File: src/rtl/id_wb_scoreboard_pkg.sv
// Shared widths and write-back port indices for the register scoreboard.
// No logic, no latency; constants only.
package id_wb_scoreboard_pkg;

  localparam int REG_NUM        = 5;
  localparam int COMMON_WIDTH   = 32;
  localparam int MAX_MODI_WIDTH = 2;

  localparam int WB_ALU = 0;
  localparam int WB_LSU = 1;

endpackage

File: src/rtl/id_wb_scoreboard_wb_rr_arbiter.sv
// Two-requester round-robin arbiter; grant is combinational (0 cycles).
// Never stalls a lone requester; the priority pointer flips only on a contested grant.
module wb_rr_arbiter
  import id_wb_scoreboard_pkg::*;
(
  input  logic       clk,
  input  logic       rst,
  input  logic [1:0] req_i,
  output logic [1:0] gnt_o
);

  // prio_q names the requester that wins the next contested cycle.
  logic prio_q;
  logic prio_d;
  logic contested;

  assign contested = req_i[WB_ALU] & req_i[WB_LSU];

  always_comb begin
    gnt_o         = '0;
    gnt_o[WB_ALU] = req_i[WB_ALU] & (~req_i[WB_LSU] | (prio_q == 1'(WB_ALU)));
    gnt_o[WB_LSU] = req_i[WB_LSU] & (~req_i[WB_ALU] | (prio_q == 1'(WB_LSU)));
  end

  always_comb begin
    prio_d = prio_q;
    if (contested) begin
      prio_d = ~prio_q;
    end
  end

  always_ff @(posedge clk or negedge rst) begin
    if (!rst) begin
      prio_q <= 1'(WB_ALU);
    end else begin
      prio_q <= prio_d;
    end
  end

endmodule

File: src/rtl/id_wb_scoreboard.sv
// Register-file hazard scoreboard and write-back arbiter: issue gating is combinational,
// write-back reaches the register file 1 cycle after grant; issue backpressures on RAW/saturation.
module id_wb_scoreboard
  import id_wb_scoreboard_pkg::*;
#(
  parameter int REG_CNT = 32,
  parameter int CNT_W   = MAX_MODI_WIDTH,
  parameter int DATA_W  = COMMON_WIDTH
) (
  input  logic               clk,
  input  logic               rst,
  input  logic               iss_valid,
  input  logic [REG_NUM-1:0] iss_rs1,
  input  logic [REG_NUM-1:0] iss_rs2,
  input  logic [REG_NUM-1:0] iss_rd,
  output logic               iss_ready,
  output logic               busy_rs1,
  output logic               busy_rs2,
  input  logic               wb0_valid,
  input  logic [REG_NUM-1:0] wb0_rd,
  input  logic [DATA_W-1:0]  wb0_data,
  output logic               wb0_ready,
  input  logic               wb1_valid,
  input  logic [REG_NUM-1:0] wb1_rd,
  input  logic [DATA_W-1:0]  wb1_data,
  output logic               wb1_ready,
  output logic               rf_we,
  output logic [REG_NUM-1:0] rf_reg_write,
  output logic [DATA_W-1:0]  rf_data_write,
  output logic               err_underflow
);

  localparam logic [CNT_W-1:0] CNT_MAX = '1;

  logic [CNT_W-1:0]   cnt_q [REG_CNT];
  logic [CNT_W-1:0]   cnt_d [REG_CNT];
  logic [REG_CNT-1:0] inc_vec;
  logic [REG_CNT-1:0] dec_vec;

  logic               rf_we_q, rf_we_d;
  logic [REG_NUM-1:0] rf_reg_write_q, rf_reg_write_d;
  logic [DATA_W-1:0]  rf_data_write_q, rf_data_write_d;
  logic               err_underflow_q, err_underflow_d;

  logic               rd_full;
  logic               iss_fire;
  logic [1:0]         gnt;
  logic [REG_NUM-1:0] wb_rd_sel;
  logic [DATA_W-1:0]  wb_data_sel;

  // Registered counters only: a write retiring this cycle does not clear busy yet.
  assign busy_rs1  = (iss_rs1 != '0) && (cnt_q[iss_rs1] != '0);
  assign busy_rs2  = (iss_rs2 != '0) && (cnt_q[iss_rs2] != '0);
  assign rd_full   = (iss_rd != '0) && (cnt_q[iss_rd] == CNT_MAX);
  assign iss_ready = iss_valid & ~busy_rs1 & ~busy_rs2 & ~rd_full;
  assign iss_fire  = iss_valid & iss_ready;

  wb_rr_arbiter u_arb (
    .clk   (clk),
    .rst   (rst),
    .req_i ({wb1_valid, wb0_valid}),
    .gnt_o (gnt)
  );

  assign wb0_ready = gnt[WB_ALU];
  assign wb1_ready = gnt[WB_LSU];

  assign wb_rd_sel   = gnt[WB_LSU] ? wb1_rd   : wb0_rd;
  assign wb_data_sel = gnt[WB_LSU] ? wb1_data : wb0_data;

  // A granted write to x0 is consumed here and never reaches the file or the counters.
  always_comb begin
    rf_we_d         = (|gnt) && (wb_rd_sel != '0);
    rf_reg_write_d  = rf_we_d ? wb_rd_sel   : '0;
    rf_data_write_d = rf_we_d ? wb_data_sel : '0;
  end

  always_comb begin
    err_underflow_d = err_underflow_q;
    inc_vec         = '0;
    dec_vec         = '0;
    for (int r = 0; r < REG_CNT; r++) begin
      cnt_d[r]   = cnt_q[r];
      inc_vec[r] = (r != 0) && iss_fire && (iss_rd == REG_NUM'(r));
      dec_vec[r] = (r != 0) && rf_we_q && (rf_reg_write_q == REG_NUM'(r));
      if (dec_vec[r] && (cnt_q[r] == '0)) begin
        err_underflow_d = 1'b1;
      end
      if (inc_vec[r] && !dec_vec[r]) begin
        cnt_d[r] = cnt_q[r] + CNT_W'(1);
      end else if (dec_vec[r] && !inc_vec[r] && (cnt_q[r] != '0)) begin
        cnt_d[r] = cnt_q[r] - CNT_W'(1);
      end
    end
  end

  always_ff @(posedge clk or negedge rst) begin
    if (!rst) begin
      for (int r = 0; r < REG_CNT; r++) begin
        cnt_q[r] <= '0;
      end
      rf_we_q         <= 1'b0;
      rf_reg_write_q  <= '0;
      rf_data_write_q <= '0;
      err_underflow_q <= 1'b0;
    end else begin
      for (int r = 0; r < REG_CNT; r++) begin
        cnt_q[r] <= cnt_d[r];
      end
      rf_we_q         <= rf_we_d;
      rf_reg_write_q  <= rf_reg_write_d;
      rf_data_write_q <= rf_data_write_d;
      err_underflow_q <= err_underflow_d;
    end
  end

  assign rf_we         = rf_we_q;
  assign rf_reg_write  = rf_reg_write_q;
  assign rf_data_write = rf_data_write_q;
  assign err_underflow = err_underflow_q;

endmodule

File: config.mk
export PLATFORM = sky130hd
export DESIGN_NAME = id_wb_scoreboard
export DESIGN_NICKNAME = d
export VERILOG_FILES = /design/src/rtl/id_wb_scoreboard_pkg.sv /design/src/rtl/id_wb_scoreboard_wb_rr_arbiter.sv /design/src/rtl/id_wb_scoreboard.sv
export SDC_FILE = /design/constraint.sdc
export NUM_CORES = 1
export LEC_CHECK = 0
export ABC_AREA = 1
export CORE_UTILIZATION = 25
export DETAILED_ROUTE_END_ITERATION = 12
export PLACE_DENSITY_LB_ADDON = 0.25
export SLEW_MARGIN = 20
export SYNTH_ARGS = -nofsm -noshare
export SYNTH_HDL_FRONTEND = slang
export SYNTH_SLANG_ARGS = --single-unit
export TNS_END_PERCENT = 100
File: constraint.sdc
create_clock -name clk -period 2.1 [get_ports clk]
set_input_delay 0.315 -clock clk [delete_from_list [all_inputs] [get_ports clk]]
set_output_delay 0.315 -clock clk [all_outputs]
set_load 0.005 [all_outputs]
==> results.toml <==
[cts]
numClockSinks = 102
clk_pin_slew_ps = 80
cts_buffer_depth = 2
htree_levels = 3
cts_tree = "done"
cts_buffers = 9
root_buffer = "clkbuf_16"
clk_latency_ps = 370

[yosys]
syn_area_per_cell_sq_um = 6.22
ys_ff_latch = 102
synth_top_area_cell = "dfrtp_1"
yosysTopAreaCellShare = 0.357
ys_async_sr_fraction = 1.00
synth.yosys.seq_area_share = 0.357
synth_edf_count = 0
ys_warn_count = 0
synth_cell_types = 31
synth_nets = 1244
syn-cell-area_sq_mm = 0.00715
synthCells = 1150
synth_flop_cell = "dfrtp_1"
synth_area_leaders = "dfrtp_1 36%, nand2_1 22%, nand3_1 13%, inv_1 6.6%, nor2_1 5.8%"

[drt]
wl_met2_mm = 13.2
wirelength_mm = 29.9
dr.pass1.iters = 6
wl_met1_mm = 13.2
viasPerCell = 4.71
wire_per_inst_um = 15.9
drt-initial-drc-count = 760
drtAntennaViolNets = 0
remaining_drc_errors = 0
vias = 8847
dr_wl_met3_mm = 2.69
highest_layer = "met4"

[worst_setup_path]
cp_common_cell = "nand3_1"
worstPathRequired_ps = 1780
cp-startpoint = "cnt_q[17]"
worst_ep_arrival_time_ps = 1890
r2r_end = "cnt_q[30]"
crit_fanout = 3
startpoint_type = "register"
cp_top_family = "simple AND/OR/NAND/NOR gates"
slowest_delay_ps = 390
ff2ff_setup_slack_ps = -60
critical_path_class = "register to primary output"
worst_r2r_startpoint = "cnt_q[17]"
crit_path_top_delay_cell = "dfrtp_1"
cp-end-kind = "primary output"
crit_buf_inv = 2
worstPathCellList = "buf_6, nor2_4, nand2_1, nand3_1, nand3_1, nand3_1, nand3_1, nand2_2, nand3_2, nor2_4, buf_2"
r2r_cells = 15

[sta]
setup_ws_ps = -104
worst_slew_pin_slew_ps = 488
final_hold_viol_count = 0
setup_violations = 31
relSlewSlack = 0.673
max_freq_mhz = 454
fin_crit_sh = 1.05
layout_min_cycle_time_ps = 2200
rsz0062_at_grt = "yes"
setup_tns_ps = -835
slew_violations = 0
hold_ws_ps = 401
fin_skew_ps = 10.1

[floorplanning]
start_util = 0.256
die_area_sq_mm = 0.0293
io_pins = 138
die_w_um = 171
placementRows = 61
die_h_um = 171
fp.coreArea_sq_mm = 0.0279

[global_route]
grt_pass1_vias = 8373
antenna_found_initial = 0
grt_pass1_wl_mm = 45.6
grt_max_degree = 39
gr-usage-all-layers = 0.207
grt_overflow = 0

[run]
cap_violations = 0

[layout]
final_util = 0.409
mostFrequentLayoutCell = "nand2_1"
final_cell_mix = "394 x nand2_1, 203 x buf_4, 162 x nand3_1"
final_nets = 1591
syn_to_final_growth_pct = 59.8
finalInstanceArea_sq_mm = 0.0114
num_antenna_cells = 0
drive_gt1_frac = 0.240

[power_and_ir_drop]
vdd_drop_max_mv = 0.387
p_leak_nw = 5.60
power.density_mw_per_mm2 = 835

[placement]
hpwl_mm = 23.5
place_area_sq_mm = 0.0105
port_buffers = 137
finalWeightedCongestion = 0.952

[run_status]
violations = "negative setup slack"
status = "complete, but fails checks"

[hold_path]
worstHoldPathType = "input port to asynchronous set/reset pin"
-- synthesized netlist by cell type (2+ instances only) --
| library cell | instances |
|---|---|
| or2_2 | 2 |
| buf_6 | 4 |
| mux2i_1 | 3 |
| clkinv_1 | 4 |
| dfrtp_1 | 102 |
| nand2_1 | 411 |
| nand2_2 | 4 |
| nor3_1 | 28 |
| nor2_1 | 111 |
| o21ai_1 | 31 |
| a21oi_1 | 46 |
| inv_1 | 125 |
| nand4_1 | 12 |
| nand3_1 | 180 |
| buf_2 | 14 |
| nand3b_1 | 24 |
| buf_4 | 6 |
| a32o_1 | 2 |
| nor2_2 | 3 |
| inv_2 | 9 |
| clkbuf_1 | 10 |
| o21ai_0 | 8 |
| nor2_4 | 3 |
-- metal layers --
| layer | GRT usage | up-vias |
|---|---|---|
| met1 | 0.276 | 4045 |
| met2 | 0.331 | 382 |
| met5 | 0 | - |
| met3 | 0.0477 | 41 |
| met4 | 0.0602 | 0 |
| li1 | - | 4379 |
-- kinds of logic (layout without fill, tap and decap cells) --
group / Yosys count / count (layout) / synth area share
buffers and inverters: 172 / 524 / 0.100
AND/OR/NAND/NOR: 779 / 779 / 0.469
flip-flops: 102 / 102 / 0.357
multiplexers: 3 / 3 / 0.00420
AO/OA/AOI/OAI: 94 / 94 / 0.0702
-- timing repair --
action                     CTS  global route
hold buffers                 1             0
setup endpoints to repair   65            68
buffers inserted            18             4
gates cloned                 0             2
hold endpoints to repair    21             0
gates resized for setup    112            52
pin swaps                   27            22
-- worst max path at each step --
stage / cells past startpoint / end / slack (ps)
final: 11 / iss_ready / -100
after global routing: 11 / iss_ready / -230
after CTS: 10 / iss_ready / -60
after detailed placement: 15 / cnt_q[46] / -860
after global placement: 12 / iss_ready / -850
after floorplan: 9 / rf_data_write[26] / 140
-- flip-flops by register name, summed over array words and instances, names as in the netlist --
name / flops
err_underflow: 1
cnt_q: 62
rf_we: 1
u_arb.prio_q: 1
rf_reg_write: 5
rf_data_write: 32
-- per-stage QoR --
stage | instances | setup WS (ps) | total power, mW
3_5_place_dp | 1840 | -863 | 7.05
5_1_grt | 1880 | -232 | 10.2
2_1_floorplan | 1150 | 144 | 4.49
3_3_place_gp | 1840 | -852 | 7.07
4_1_cts | 1874 | -56.1 | 9.34
6_report | 1880 | -104 | 9.55
-- power breakdown --
| group | internal (mW) | switching, mW |
|---|---|---|
| clock network | 0.874 | 0.903 |
| registers | 2.41 | 0.372 |
| logic | 2.44 | 2.55 |
| total | 5.72 | 3.82 |
-- final cells by class --
| type | count | area, sq um |
|---|---|---|
| Fill cell | 2968 | 16500 |
| Multi-Input combinational cell | 876 | 4230 |
| Timing Repair Buffer | 370 | 3350 |
| Clock inverter | 6 | 60.1 |
| Tap cell | 378 | 473 |
| Inverter | 138 | 523 |
| Sequential cell | 102 | 2560 |
| Clock buffer | 10 | 239 |
Note: power is estimated with default switching activity, not from simulation.
